===== src/rtl/soc_ram_arbiter_pkg.sv =====
// Shared definitions for the data-RAM arbiter: master ids, access types,
// default timing parameters, lock FSM states and the read-tag record.
package soc_ram_arbiter_pkg;

   localparam logic MID_CORE = 1'b0;
   localparam logic MID_LDR  = 1'b1;

   localparam int DEF_READ_LAT = 1;
   localparam int DEF_LOCK_MAX = 16;

   typedef enum logic {
      ACC_READ  = 1'b0,
      ACC_WRITE = 1'b1
   } acc_t;

   typedef enum logic [1:0] {
      UNLOCKED,
      LOCKED_M0,
      LOCKED_M1
   } lock_state_t;

   typedef struct packed {
      logic valid;
      logic id;
   } rd_tag_t;

   function automatic lock_state_t lock_of(input logic id);
      return (id == MID_LDR) ? LOCKED_M1 : LOCKED_M0;
   endfunction

endpackage


===== src/rtl/soc_ram_arbiter_rd_tag_pipe.sv =====
// Fixed-depth shift pipe of {valid, id} tags that tracks reads in flight so
// returning data can be steered to the issuing master.
module rd_tag_pipe
   import soc_ram_arbiter_pkg::*;
#(
   parameter int DEPTH = 2
) (
   input  logic    clk,
   input  logic    rst_n,
   input  rd_tag_t tag_in,
   output rd_tag_t tag_out
);

   rd_tag_t [DEPTH-1:0] stage_reg;

   // Clearing every stage on reset discards reads that were already in flight.
   always_ff @(posedge clk or negedge rst_n) begin
      if (!rst_n) begin
         stage_reg <= '0;
      end else begin
         stage_reg[0] <= tag_in;
         for (int i = 1; i < DEPTH; i++) begin
            stage_reg[i] <= stage_reg[i-1];
         end
      end
   end

   assign tag_out = stage_reg[DEPTH-1];

endmodule


===== src/rtl/soc_ram_arbiter.sv =====
// Two-master round-robin arbiter for the single-port data RAM, with bus lock,
// lock timeout, registered RAM-side outputs and tagged read return.
module soc_ram_arbiter
   import soc_ram_arbiter_pkg::*;
#(
   parameter int ADDR_W   = 32,
   parameter int READ_LAT = DEF_READ_LAT,
   parameter int LOCK_MAX = DEF_LOCK_MAX
) (
   input  logic              iCLK,
   input  logic              iRST,
   input  logic              iM0_REQ,
   input  logic              iM0_WE,
   input  logic              iM0_LOCK,
   input  logic [ADDR_W-1:0] iM0_ADDR,
   input  logic [31:0]       iM0_WDATA,
   output logic              oM0_GNT,
   output logic              oM0_RVALID,
   output logic [31:0]       oM0_RDATA,
   input  logic              iM1_REQ,
   input  logic              iM1_WE,
   input  logic              iM1_LOCK,
   input  logic [ADDR_W-1:0] iM1_ADDR,
   input  logic [31:0]       iM1_WDATA,
   output logic              oM1_GNT,
   output logic              oM1_RVALID,
   output logic [31:0]       oM1_RDATA,
   output logic              oRAM_CE,
   output logic              oRAM_RD,
   output logic              oRAM_WR,
   output logic [ADDR_W-1:0] oRAM_ADDR,
   output logic [31:0]       oRAM_DATA,
   input  logic [31:0]       iRAM_DATA,
   output logic              oLOCK_TIMEOUT
);

   localparam int CNT_W = $clog2(LOCK_MAX + 1);
   localparam logic [CNT_W-1:0] CNT_MAX = CNT_W'(LOCK_MAX);

   lock_state_t       lock_state_reg;
   logic              last_gnt_reg;
   logic [CNT_W-1:0]  idle_cnt_reg;
   logic              ram_ce_reg;
   logic              ram_rd_reg;
   logic              ram_wr_reg;
   logic [ADDR_W-1:0] ram_addr_reg;
   logic [31:0]       ram_data_reg;

   logic              gnt0;
   logic              gnt1;
   logic              xfer;
   logic              xfer_id;
   logic              xfer_we;
   logic              xfer_lock;
   logic [ADDR_W-1:0] xfer_addr;
   logic [31:0]       xfer_wdata;
   logic              locked;
   logic              timeout;
   rd_tag_t           tag_in;
   rd_tag_t           tag_out;

   // Grants are forced low while reset is asserted so every output reads 0.
   always_comb begin
      gnt0 = 1'b0;
      gnt1 = 1'b0;
      if (iRST) begin
         case (lock_state_reg)
            LOCKED_M0: gnt0 = iM0_REQ;
            LOCKED_M1: gnt1 = iM1_REQ;
            default: begin
               if (iM0_REQ && iM1_REQ) begin
                  gnt0 = (last_gnt_reg == MID_LDR);
                  gnt1 = (last_gnt_reg == MID_CORE);
               end else begin
                  gnt0 = iM0_REQ;
                  gnt1 = iM1_REQ;
               end
            end
         endcase
      end
   end

   assign xfer       = gnt0 | gnt1;
   assign xfer_id    = gnt1 ? MID_LDR : MID_CORE;
   assign xfer_we    = gnt1 ? iM1_WE    : iM0_WE;
   assign xfer_lock  = gnt1 ? iM1_LOCK  : iM0_LOCK;
   assign xfer_addr  = gnt1 ? iM1_ADDR  : iM0_ADDR;
   assign xfer_wdata = gnt1 ? iM1_WDATA : iM0_WDATA;

   // While locked only the owner can be granted, so any transfer is an owner transfer.
   assign locked  = (lock_state_reg != UNLOCKED);
   assign timeout = locked && !xfer && (idle_cnt_reg == CNT_MAX);

   always_ff @(posedge iCLK or negedge iRST) begin
      if (!iRST) begin
         lock_state_reg <= UNLOCKED;
         last_gnt_reg   <= MID_LDR;
         idle_cnt_reg   <= '0;
         ram_ce_reg     <= 1'b0;
         ram_rd_reg     <= 1'b0;
         ram_wr_reg     <= 1'b0;
         ram_addr_reg   <= '0;
         ram_data_reg   <= '0;
      end else begin
         ram_ce_reg <= xfer;
         ram_rd_reg <= xfer && (xfer_we == ACC_READ);
         ram_wr_reg <= xfer && (xfer_we == ACC_WRITE);
         if (xfer) begin
            last_gnt_reg <= xfer_id;
            ram_addr_reg <= xfer_addr;
            ram_data_reg <= xfer_wdata;
         end

         case (lock_state_reg)
            UNLOCKED: begin
               idle_cnt_reg <= '0;
               if (xfer && xfer_lock) begin
                  lock_state_reg <= lock_of(xfer_id);
               end
            end
            default: begin
               if (xfer) begin
                  idle_cnt_reg <= '0;
                  if (!xfer_lock) begin
                     lock_state_reg <= UNLOCKED;
                  end
               end else if (timeout) begin
                  idle_cnt_reg   <= '0;
                  lock_state_reg <= UNLOCKED;
               end else begin
                  idle_cnt_reg <= idle_cnt_reg + 1'b1;
               end
            end
         endcase
      end
   end

   assign tag_in.valid = xfer && (xfer_we == ACC_READ);
   assign tag_in.id    = xfer_id;

   // One stage for the slave-side register plus READ_LAT stages for the RAM.
   rd_tag_pipe #(
      .DEPTH (READ_LAT + 1)
   ) u_rd_tag_pipe (
      .clk     (iCLK),
      .rst_n   (iRST),
      .tag_in  (tag_in),
      .tag_out (tag_out)
   );

   assign oM0_GNT       = gnt0;
   assign oM1_GNT       = gnt1;
   assign oM0_RVALID    = tag_out.valid && (tag_out.id == MID_CORE);
   assign oM1_RVALID    = tag_out.valid && (tag_out.id == MID_LDR);
   assign oM0_RDATA     = oM0_RVALID ? iRAM_DATA : '0;
   assign oM1_RDATA     = oM1_RVALID ? iRAM_DATA : '0;
   assign oRAM_CE       = ram_ce_reg;
   assign oRAM_RD       = ram_rd_reg;
   assign oRAM_WR       = ram_wr_reg;
   assign oRAM_ADDR     = ram_addr_reg;
   assign oRAM_DATA     = ram_data_reg;
   assign oLOCK_TIMEOUT = timeout;

endmodule


===== config.mk =====
export PLATFORM = sky130hd
export DESIGN_NAME = soc_ram_arbiter
export DESIGN_NICKNAME = d
export VERILOG_FILES = /design/src/rtl/soc_ram_arbiter_pkg.sv /design/src/rtl/soc_ram_arbiter_rd_tag_pipe.sv /design/src/rtl/soc_ram_arbiter.sv
export SDC_FILE = /design/constraint.sdc
export NUM_CORES = 1
export LEC_CHECK = 0
export BUFFER_PORTS_ARGS = -buffer_cell sky130_fd_sc_hd__buf_2
export CORE_AREA = 2 2 119 121
export CTS_CLUSTER_SIZE = 8
export DETAILED_ROUTE_END_ITERATION = 6
export DIE_AREA = 0 0 121 123
export GPL_TIMING_DRIVEN = 0
export SLEW_MARGIN = 20
export SYNTH_ARGS = -nofsm -noshare
export SYNTH_HDL_FRONTEND = slang
export SYNTH_SLANG_ARGS = --single-unit

===== constraint.sdc =====
create_clock -name iCLK -period 2.3 [get_ports iCLK]
set_clock_uncertainty 0.1 [all_clocks]
set_input_delay 0.345 -clock iCLK [delete_from_list [all_inputs] [get_ports iCLK]]
set_output_delay 0.345 -clock iCLK [all_outputs]
set_load 0.005 [all_outputs]

==> metrics.yaml, run 1 <==
routing:
  vias: 4420
  viasPerCell: 4.69
  drtPass1Iterations: 6
  drc_errors: 0
  drtIter0Drc: 133
  drt_wl_total_um: 14700
  ant_nets: 0
  avgRoutedWirePerCell_um: 15.6
timing:
  drv_slew: 0
  worstMarginPinSlew_ns: 0.490
  final.period_utilization: 1.05
  max_freq_mhz: 414
  setup_violations: 3
  rsz0062_at_grt: "true"
  hold_viol_final: 0
  fin_crit_ns: 2.41
  final.setup.worst_slack_ns: -0.114
  slew_headroom: 0.669
grt:
  antenna_found_initial: 0
  grt_pass1_wl_um: 21800
  met3_usage: 0.0387
  grtUsageTotal: 0.188
  grt_pass1_vias: 4432
  use_met2: 0.354
  busiest_layer: "met2"
  grt_max_degree: 29
  grt_overflow_total: 0
  grtUsageMet1: 0.208
placed_design:
  io_buffers: 303
  routabilityCongestion: 0.789
  dpl_cell_area_um2: 5860
  dp_hpwl_um: 11300
  placedCellCount: 903
die:
  row_count: 43
  die_w_um: 121
  chipHeight_um: 123
  coreArea_um2: 13600
  ioPinCount: 304
  initial_core_util: 0.300
  dieArea_um2: 14900
setup_path:
  critical_path_class: "register to primary output"
  path_max_fanout: 4
  required_ns: 1.86
  path_cells: "inv_2 -> ha_4 -> and2b_2 -> nor3_4 -> buf_6 -> nand2b_4 -> nor3b_2 -> buf_2"
  max_stage_delay_ns: 0.41
  start_kind: "register"
  cp.arrival_ns: 1.97
  crit_buf_inv: 3
  end_kind: "primary output"
  path_delay_family: "simple AND/OR/NAND/NOR gates"
  critical_path.slowest_cell: "dfrtp_1"
finish:
  fin_nets: 931
  stdcell_area_um2: 6520
  final_util: 0.479
  final_common_cell: "buf_2"
  ff_latch_area_um2: 1950
  area.growth.synth_to_final_pct: 59.4
  drive_above_1_share: 0.482
  antenna_cells: 0
  final_cell_mix: "302 x buf_2, 77 x dfrtp_1, 71 x nand2_1"
  multi_input_area_um2: 2010
  final_cells: 943
  fillCellCount: 1307
clock_network:
  cts_tree: "yes"
  ctsHtreeMaxLevel: 3
  clock_latency_ns: 0.33
  clock_sinks: 78
  cts_buffers: 9
  clock_path_buffers: 2
  clock-root-buffer: "clkbuf_16"
  path_clk_slew_ns: 0.06
yosys:
  synth.yosys.seq_area_share: 0.478
  syn_inst: 419
  yosysWarnings: 0
  synth_top_area_frac: 0.471
  yosysTopAreaCell: "dfrtp_1"
  synthesis.nets: 592
  async_reset_ff_frac: 1.00
  synth_flop_cell: "dfrtp_1"
  ys_types: 39
  avgSynthCellArea_um2: 9.76
  synthesis.area_um2: 4090
  synth_edf_count: 0
  synth.area.top_cells: "dfrtp_1 47%, mux2i_1 16%, nand2_1 6.5%, o21ai_0 5.9%, and2_1 5.0%"
  synth-seq-cells: 78
outcome:
  status: "finished with violations"
  violations: "setup timing"
pwr:
  power.internal_uw: 4300
  swShare: 0.356
  combinationalPowerShare: 0.436
  irDropWorstVdd_v: 0.000449
  power.density_nw_per_um2: 1030
  seq_power_share: 0.361
  clock_power_share: 0.203
  p_leak_uw: 0.00346
  netSwitchingPower_uw: 2380
worst_hold_path:
  hp-class: "input port to async pin"
job:
  max_cap_viol_count: 0
[logic make-up after synthesis]
logic type | synth area share
XOR/XNOR | 0.00643
multiplexers | 0.157
AO/OA/AOI/OAI | 0.0945
adder cells (fa/ha/maj) | 0.0153
buffers and inverters | 0.0444
AND/OR/NAND/NOR | 0.205
flip-flops | 0.478
[Yosys cell counts, types with 2 or more instances]
master    count
buf_6         3
mux2i_1      64
ha_1          5
nor3b_1       2
o21ai_1      17
dfrtp_1      77
nor4_1        2
and2_1       33
xor2_1        2
nor2_1        4
clkbuf_1     19
inv_1         5
buf_4         4
buf_2         4
o21ai_0      48
nand2_1      71
nand3_1       4
a21o_1        2
and3_1       32
nand2b_1      2
[path summary, 6_finish.rpt]
| kind | endpoint | cells after the start | slack, ns | from |
|---|---|---|---|---|
| worst max-delay path | oLOCK_TIMEOUT | 8 | -0.11 | lock_state_reg[1] |
| worst min-delay path | oRAM_ADDR[18] | 3 | 0.01 | iRST |
| worst max register to register | lock_state_reg[1] | 7 | 0 | lock_state_reg[1] |
| worst min register to register | u_rd_tag_pipe.tag_out[0] | 0 | 0.25 | u_rd_tag_pipe.stage_reg[0] |
| max in group asynchronous | u_rd_tag_pipe.stage_reg[0] | 4 | 1.37 | iRST |
| min in group iCLK | oRAM_RD | 2 | 0.11 | iM0_WE |
[cell type report]
type / instances / share of cell area
buffer: 31 / 0.0301
clock buffer: 12 / 0.0393
clock inverter: 4 / 0.00461
inverter: 6 / 0.00384
multi-input combinational: 304 / 0.309
sequential: 78 / 0.300
tap: 180 / 0.0345
timing repair buffer: 328 / 0.279
[layer usage]
layer | up-vias | share of wire
met5 | - | 0
met4 | 0 | 0.019
met3 | 20 | 0.070
met2 | 193 | 0.53
met1 | 2087 | 0.38
li1 | 2120 | -
[per-stage QoR]
stage / hold slack, ns / setup TNS [ns] / setup slack (ns) / power (uW)
floorplan: -0.0506 / 0 / 0.170 / 3770
global placement: 0.234 / -116.52 / -1.76 / 4970
global route: 0.0189 / -0.618 / -0.198 / 7240
finish: 0.0119 / -0.196 / -0.114 / 6690
CTS: 0.0180 / -0.169 / -0.105 / 6760
detailed placement: 0.181 / -31.27 / -0.642 / 5050
[power groups by stage]
| stage | Sequential [uW] | Combinational, uW | Clock [uW] |
|---|---|---|---|
| 2_1_floorplan | 2420 | 1340 | 0 |
| 3_3_place_gp | 2410 | 2570 | 0 |
| 3_5_place_dp | 2410 | 2640 | 0 |
| 4_1_cts | 2410 | 2940 | 1410 |
| 5_1_grt | 2490 | 3280 | 1470 |
| 6_report | 2410 | 2910 | 1360 |
[worst min-delay path: cells and delay by family]
| kind | cells | cell delay [ns] |
|---|---|---|
| buffers and inverters | 3 | 0.45 |
[timing repair]
| action | CTS | global route |
|---|---|---|
| resized for setup | 21 | 4 |
| endpoints found under the setup margin | 76 | 38 |
| hold buffers | 4 | 0 |
| pin swaps | 3 | 1 |
| cloned | 1 | 0 |
| endpoints found under the hold margin | 23 | 0 |
| setup buffers | 17 | 2 |
No activity file was read; power rests on OpenSTA's default activity.
==> run 2: changes to the inputs <==
Settings changed: CORE_AREA 2 2 119 121 to 2 2 116 118, DIE_AREA 0 0 121 123 to 0 0 118 120, PLACE_DENSITY set to 0.66, SYNTH_HIERARCHICAL set to 1.
==> run 2 against run 1 <==
  * The flow still finishes with violations (setup timing)
  * Clock-buffer cell count shrank 2
  * Synthesized cell count increased by 0.72%
  * Area after synthesis increased by 0.98%
  * Non-clock buffer count stayed put
  * Sequential power hardly changed
  * Critical path depth unchanged
  * Sequential share of layout area grew 0.44 points
  * First-iteration DRC count decreased by 6.0%
  * Combinational power hardly changed
  * Via count fell by 2.7%
  * Critical path type unchanged
  * Critical endpoint unchanged
  * Largest cell class is now multi-input gates
  * Highest routed layer unchanged
==> metrics.yaml, run 2 <==
outcome:
  status: "finished with violations"
  violations: "setup timing"
yosys:
  syn_inst: 422  # +0.72%
  ys_types: 39  # unchanged
  synth.area.top_cells: "dfrtp_1 47%, mux2i_1 16%, nand2_1 6.5%, o21ai_0 5.8%, and2_1 5.0%"
  yosysWarnings: 6  # +6
  synth_flop_cell: "dfrtp_1"
  yosysTopAreaCell: "dfrtp_1"
  synthesis.nets: 595  # +0.51%
  synth.yosys.seq_area_share: 0.479  # +0.00143
  synth_top_area_frac: 0.473  # +0.00149
  synth_most_common_cell: "dfrtp_1"
  synth-seq-cells: 79  # +1.3%
  avgSynthCellArea_um2: 9.79  # +0.26%
  synthesis.area_um2: 4130  # +0.98%
  netlist_top_cells_count: "78 x dfrtp_1, 71 x nand2_1, 64 x mux2i_1"
  synth_edf_count: 0  # unchanged
  async_reset_ff_frac: 1.00  # unchanged
grt:
  grtUsageTotal: 0.199  # +0.0113
  busiest_layer: "met2"
  grt_overflow_total: 0  # unchanged
  grt_pass1_wl_um: 22200  # +1.8%
  use_met2: 0.375  # +0.0211
  grt_pass1_vias: 4229  # -4.6%
  grt_max_degree: 49  # +69%
  grtUsageMet1: 0.222  # +0.0138
  met3_usage: 0.0494  # +0.0107
  antenna_found_initial: 0  # unchanged
clock_network:
  ctsHtreeMaxLevel: 3  # unchanged
  clock_latency_ns: 0.33  # about the same
  clock_path_buffers: 2  # unchanged
  path_clk_slew_ns: 0.06  # about the same
  clock_sinks: 79  # +1.3%
  clock-root-buffer: "clkbuf_16"
  cts_buffers: 9  # unchanged
  cts_tree: "yes"
timing:
  slew_headroom: 0.633  # -0.0354
  rsz0062_at_grt: "true"
  final.period_utilization: 1.04  # -0.0128
  drv_slew: 0  # unchanged
  max_freq_mhz: 419  # +1.2%
  final.setup.worst_slack_ns: -0.0849  # +0.0294 ns
  worstMarginPinSlew_ns: 0.550  # +0.0601 ns
  hold_viol_final: 0  # unchanged
  fin_crit_ns: 2.38  # -0.0294 ns
  setup_violations: 2  # -1
setup_path:
  r2r-start: "lock_state_reg[1]"
  cp.depth: 8  # unchanged
  crit_end: "oLOCK_TIMEOUT"
  end_kind: "primary output"
  path_cells: "inv_2 -> ha_4 -> and2b_2 -> nor3_4 -> buf_6 -> nand2b_4 -> nor3b_2 -> buf_2"
  crit_buf_inv: 3  # unchanged
  required_ns: 1.86  # about the same
  r2r_slack_ns: 0.08  # +0.08 ns
  path_delay_family: "simple AND/OR/NAND/NOR gates"
  reg2reg_depth: 8  # +1
  cp.arrival_ns: 1.94  # -0.03 ns
  setup.worst_path.start: "lock_state_reg[1]"
  critical_path_class: "register to primary output"
  path_max_fanout: 4  # unchanged
  critical_path.slowest_cell: "dfrtp_1"
  max_stage_delay_ns: 0.40  # about the same
  start_kind: "register"
  r2r_end: "idle_cnt_reg[4]"
routing:
  drtIter0Drc: 125  # -6.0%
  vias: 4302  # -2.7%
  drc_errors: 0  # unchanged
  drt_wl_total_um: 14400  # -1.9%
  drtPass1Iterations: 4  # -2
  avgRoutedWirePerCell_um: 15.3  # -1.5%
  viasPerCell: 4.58  # -2.3%
  ant_nets: 0  # unchanged
finish:
  final_common_cell: "buf_2"
  stdcell_area_um2: 6510  # -0.17%
  fillCellCount: 1277  # -2.3%
  final_cell_mix: "303 x buf_2, 78 x dfrtp_1, 71 x nand2_1"
  area.growth.synth_to_final_pct: 57.6
  ff_latch_area_um2: 1980  # +1.3%
  antenna_cells: 0  # unchanged
  multi_input_area_um2: 2010  # +0.12%
  drive_above_1_share: 0.482  # unchanged
  fin_nets: 932  # +0.11%
pwr:
  p_leak_uw: 0.00347  # +0.23%
  power.total_uw: 6860  # +2.6%
  irDropWorstVdd_v: 0.000605  # +35%
  power.density_nw_per_um2: 1050  # +2.8%
placed_design:
  io_buffers: 303  # unchanged
  dp_hpwl_um: 11100  # -1.8%
  dpl_cell_area_um2: 5900  # +0.60%
  routabilityCongestion: 0.875  # +11%
die:
  ioPinCount: 304  # unchanged
  coreArea_um2: 13000  # -4.6%
  initial_core_util: 0.318  # +0.0177
  chipHeight_um: 120  # -2.4%
  dieArea_um2: 14200  # -4.9%
  die_w_um: 118  # -2.5%
  row_count: 42  # -2.3%
job:
  max_cap_viol_count: 0  # unchanged
worst_hold_path:
  hp-class: "input port to register"
[run 2: cell types whose count changed in the layout (fill, tap and decap cells not counted), sizes merged]
cell      delta
bufbuf       -1
bufinv       +2
clkbuf       -2
clkinvlp     -1
dfrtp        +1
clkinv       +1
inv          -1
buf          +1
[run 2: layout make-up]
class                   instances  share of cell area
flip-flops and latches         79               0.304
clock buffers                  10              0.0367
clock inverters                 5              0.0127
repair buffers                326               0.268
well taps                     176              0.0338
multi-input cells             304               0.310
plain buffers                  33              0.0311
inverters                       6             0.00385
[run 2: what timing repair did]
item	4_1_cts	5_1_grt
resized for setup	16	6
pin swaps	3	0
endpoints found under the setup margin	76	34
buffers inserted	13	7
hold buffers	2	0
gates cloned	0	0
hold endpoints to repair	30	0
[run 2: worst register-to-register path, stage by stage, from the launching register on]
cell and delay (ns):
dfrtp_1 0.40, inv_2 0.10, ha_4 0.22, nor3b_4 0.26
nor3_4 0.07, buf_4 0.13, buf_4 0.15, or4_1 0.60
nor2_1 0.14
[run 2: per-stage QoR]
step / instances / worst slack (ns) / setup TNS, ns / hold WS [ns] / util
final: 939 / -0.0849 / -0.134 / 0.118 / 0.501
after global routing: 939 / -0.158 / -0.328 / 0.110 / 0.501
after CTS: 932 / -0.0925 / -0.176 / 0.105 / 0.494
after detailed placement: 902 / -0.472 / -19.61 / 0.236 / 0.454
after global placement: 901 / -1.78 / -121.51 / 0.232 / 0.452
after floorplan: 422 / 0.170 / 0 / -0.0506 / -
[run 2: per-layer routing]
layer | part of all wire | routed length, um | vias up
met1 | 0.39 | 5640 | 1982
li1 | - | - | 2118
met3 | 0.065 | 940 | 11
met5 | 0 | 0 | -
met2 | 0.53 | 7620 | 191
met4 | 0.014 | 199 | 0
[run 2: cell families (layout without fill, tap and decap cells)]
| kind of cell | count (synthesis) | in the layout | synth area share |
|---|---|---|---|
| and+or+nand+nor | 160 | 160 | 0.203 |
| DFF | 79 | 79 | 0.479 |
| AOI/OAI and AO/OA | 72 | 72 | 0.0936 |
| muxes | 64 | 64 | 0.155 |
| buffers and inverters | 39 | 380 | 0.0476 |
| adders and majority gates | 5 | 5 | 0.0151 |
| xor gates and xnor gates | 3 | 3 | 0.00636 |
[run 2: worst min path at each step]
stage	startpoint	endpoint	cells after the start
after floorplan	iRST	idle_cnt_reg[0]	0
after global placement	u_rd_tag_pipe/stage_reg[0]	u_rd_tag_pipe/tag_out[0]	0
after detailed placement	iRST	oRAM_ADDR[17]	1
after CTS	iM1_ADDR[3]	oRAM_ADDR[3]	3
after global routing	iM1_ADDR[18]	oRAM_ADDR[18]	3
final	iM1_WDATA[30]	oRAM_DATA[30]	3
[run 2: where the power goes]
group | total (uW) | switching (uW) | internal (uW)
clock network | 1530 | 552 | 976
logic | 2930 | 1460 | 1470
registers | 2400 | 351 | 2050
total | 6860 | 2360 | 4500
==> run 3: changes to the inputs <==
Settings changed: ABC_AREA set to 1, CORE_AREA 2 2 116 118 to 2 2 117 119, DIE_AREA 0 0 118 120 to 0 0 119 121.
==> run 3 against run 2 <==
  * The flow now finishes without violations
  * Area after synthesis increased by 3.5%
  * Clock-buffer cell count up 1
  * Die area is 1.7% higher
  * Worst hold slack better by 0.043 ns
  * Sequential share of layout area about the same
  * Sequential power decreased by 2%
  * Core utilization down 0.43 points
  * Critical path depth grew 2
  * Largest cell class is now registers
  * Largest power group unchanged
  * Highest routed layer unchanged
==> metrics.yaml, run 3 <==
outcome:
  status: "finished, final reports clean"
grt:
  grt_pass1_vias: 4471  # +5.7%
  antenna_found_initial: 1  # +1
  grtUsageTotal: 0.209  # +0.00970
  grt_pass1_wl_um: 23200  # +4.5%
  grt_overflow_total: 0  # unchanged
  grt_max_degree: 53  # +8.2%
pwr:
  power.internal_uw: 4600  # +2.2%
  clock_power_share: 0.224  # about the same
  power.density_nw_per_um2: 1140  # +7.7%
  p_leak_uw: 0.00366  # +5.7%
  combinationalPowerShare: 0.457  # +0.030
  netSwitchingPower_uw: 2790  # +18%
  irDropWorstVdd_v: 0.000627  # +3.6%
  seq_power_share: 0.319  # -0.031
  swShare: 0.378  # +0.0334
placed_design:
  io_buffers: 303  # unchanged
  dp_hpwl_um: 11800  # +7.2%
  dpl_cell_area_um2: 6040  # +2.5%
  detailedPlace.worstSlack_ns: -0.0203  # +0.452 ns
  routabilityCongestion: 0.815  # -6.9%
finish:
  fin_nets: 1035  # +11%
  final_cell_mix: "313 x buf_2, 136 x nor2_1, 78 x dfrtp_1"
  final_common_cell: "buf_2"
  area.growth.synth_to_final_pct: 52.1
  stdcell_area_um2: 6500  # about the same
  drive_above_1_share: 0.480  # -0.00249
  fillCellCount: 1335  # +4.5%
  ff_latch_area_um2: 1980  # unchanged
  multi_input_area_um2: 1890  # -6.2%
setup_path:
  path_max_fanout: 3  # -1
  end_kind: "primary output"
  cp.arrival_ns: 1.83  # -0.11 ns
  critical_path_class: "register to primary output"
  required_ns: 1.86  # about the same
  r2r-start: "lock_state_reg[1]"
  setup.worst_path.start: "lock_state_reg[1]"
  start_kind: "register"
yosys:
  ys_types: 27  # -31%
  synth.yosys.seq_area_share: 0.463  # -0.0163
  synth_top_area_frac: 0.457  # -0.0160
  netlist_top_cells_count: "139 x nor2_1, 78 x dfrtp_1, 71 x nand2_1"
  synthesis.area_um2: 4280  # +3.5%
  yosysTopAreaCell: "dfrtp_1"
  synth_edf_count: 0  # unchanged
  synth-seq-cells: 79  # unchanged
  async_reset_ff_frac: 1.00  # unchanged
  avgSynthCellArea_um2: 7.92  # -19%
  synth_flop_cell: "dfrtp_1"
  synth_most_common_cell: "nor2_1"
  synth.area.top_cells: "dfrtp_1 46%, nor2_1 12%, o21ai_2 7.4%, nand2_1 6.2%, o21ai_0 6.2%"
  syn_inst: 540  # +28%
  yosysWarnings: 6  # unchanged
  synthesis.nets: 713  # +20%
routing:
  drt_wl_total_um: 15200  # +5.7%
  viasPerCell: 4.48  # -2.3%
  drtPass1Iterations: 4  # unchanged
  drc_errors: 0  # unchanged
  vias: 4673  # +8.6%
  ant_nets: 0  # unchanged
  drtIter0Drc: 127  # +1.6%
  avgRoutedWirePerCell_um: 14.6  # -5.0%
die:
  dieArea_um2: 14400  # +1.7%
  die_w_um: 119  # +0.85%
  coreArea_um2: 13100  # +0.81%
  ioPinCount: 304  # unchanged
  row_count: 42  # unchanged
  chipHeight_um: 121  # +0.83%
  initial_core_util: 0.327  # +0.00854
worst_hold_path:
  hp-class: "input port to register"
  hold_start: "iM0_WDATA[28]"
timing:
  worstMarginPinSlew_ns: 0.421  # -0.129 ns
  fin_crit_ns: 2.27  # -0.112 ns
  drv_slew: 0  # unchanged
  max_freq_mhz: 440  # +4.9%
  setup_violations: 0  # -2
  hold_viol_final: 0  # unchanged
  whs_ns: 0.161  # +0.0433 ns
  rsz0062_at_grt: "true"
  final.setup.worst_slack_ns: 0.0270  # +0.112 ns
  final.period_utilization: 0.988  # -0.0486
  setup-tns-final_ns: 0  # +0.134 ns
  slew_headroom: 0.719  # +0.0863
clock_network:
  clock_path_buffers: 2  # unchanged
  path_clk_slew_ns: 0.06  # about the same
  ctsHtreeMaxLevel: 3  # unchanged
  clock_latency_ns: 0.33  # about the same
  clock_sinks: 79  # unchanged
  clock-root-buffer: "clkbuf_16"
  cts_tree: "yes"
  cts_buffers: 9  # unchanged
job:
  max_cap_viol_count: 0  # unchanged
-- run 3: per-stage QoR --
stage | utilization | power [uW] | std cells
finish | 0.497 | 7390 | 1044
global route | 0.497 | 7960 | 1043
CTS | 0.495 | 7440 | 1041
detailed placement | 0.462 | 5660 | 1020
global placement | 0.459 | 5610 | 1019
floorplan | - | 4250 | 540
-- run 3: logic make-up after synthesis --
kind of cell    synth area share
buf+inv                    0.103
compound gates             0.188
flops                      0.463
xor+xnor                 0.00615
fa+ha+maj                 0.0146
simple gates               0.226
-- run 3: path summary, 6_finish.rpt --
| path | endpoint | cells after the start | slack [ns] |
|---|---|---|---|
| setup reg to reg | oRAM_DATA[5] | 10 | 0.17 |
| max in group asynchronous | oRAM_DATA[6] | 3 | 1.14 |
| hold reg to reg | u_rd_tag_pipe/tag_out[0] | 0 | 0.25 |
| setup / recovery | oLOCK_TIMEOUT | 10 | 0.03 |
| hold / removal | oRAM_DATA[28] | 3 | 0.16 |
| min in group asynchronous | last_gnt_reg | 2 | 0.65 |
-- run 3: cell type report --
class,count,share of cell area
diodes,1,0.000385
plain buffers,34,0.0352
clock buffers,11,0.0373
clock inverters,5,0.0162
inverters,50,0.0300
multi-input cells,375,0.290
flip-flops and latches,79,0.304
well taps,176,0.0339
repair buffers,313,0.252
-- run 3: power by group through the flow --
stage	clock network (uW)	registers (uW)	logic (uW)
2_1_floorplan	0	2410	1840
3_3_place_gp	0	2360	3250
3_5_place_dp	0	2360	3290
4_1_cts	1690	2360	3400
5_1_grt	1750	2430	3780
6_report	1660	2360	3370
-- run 3: what timing repair did --
item	4_1_cts	5_1_grt
endpoints found under the setup margin	2	33
resized for setup	7	4
buffers inserted	5	2
hold endpoints to repair	26	0
hold buffers	2	0
pin swaps	5	4
cloned	0	0
-- run 3: worst max-delay path, cell delays in order, from the launching register on --
cell	delay, ns
dfrtp_1	0.39
inv_2	0.07
ha_4	0.30
inv_2	0.04
nor2_2	0.11
nor2_2	0.05
nand2_2	0.11
nand2_8	0.08
buf_12	0.13
nor3_2	0.08
buf_2	0.14
-- run 3: layer usage --
| layer | track usage | share of wire | up-vias |
|---|---|---|---|
| met4 | 0.0863 | 0.025 | 0 |
| met5 | 0 | 0 | - |
| met2 | 0.378 | 0.51 | 201 |
| li1 | - | - | 2346 |
| met3 | 0.0531 | 0.073 | 24 |
| met1 | 0.233 | 0.39 | 2102 |
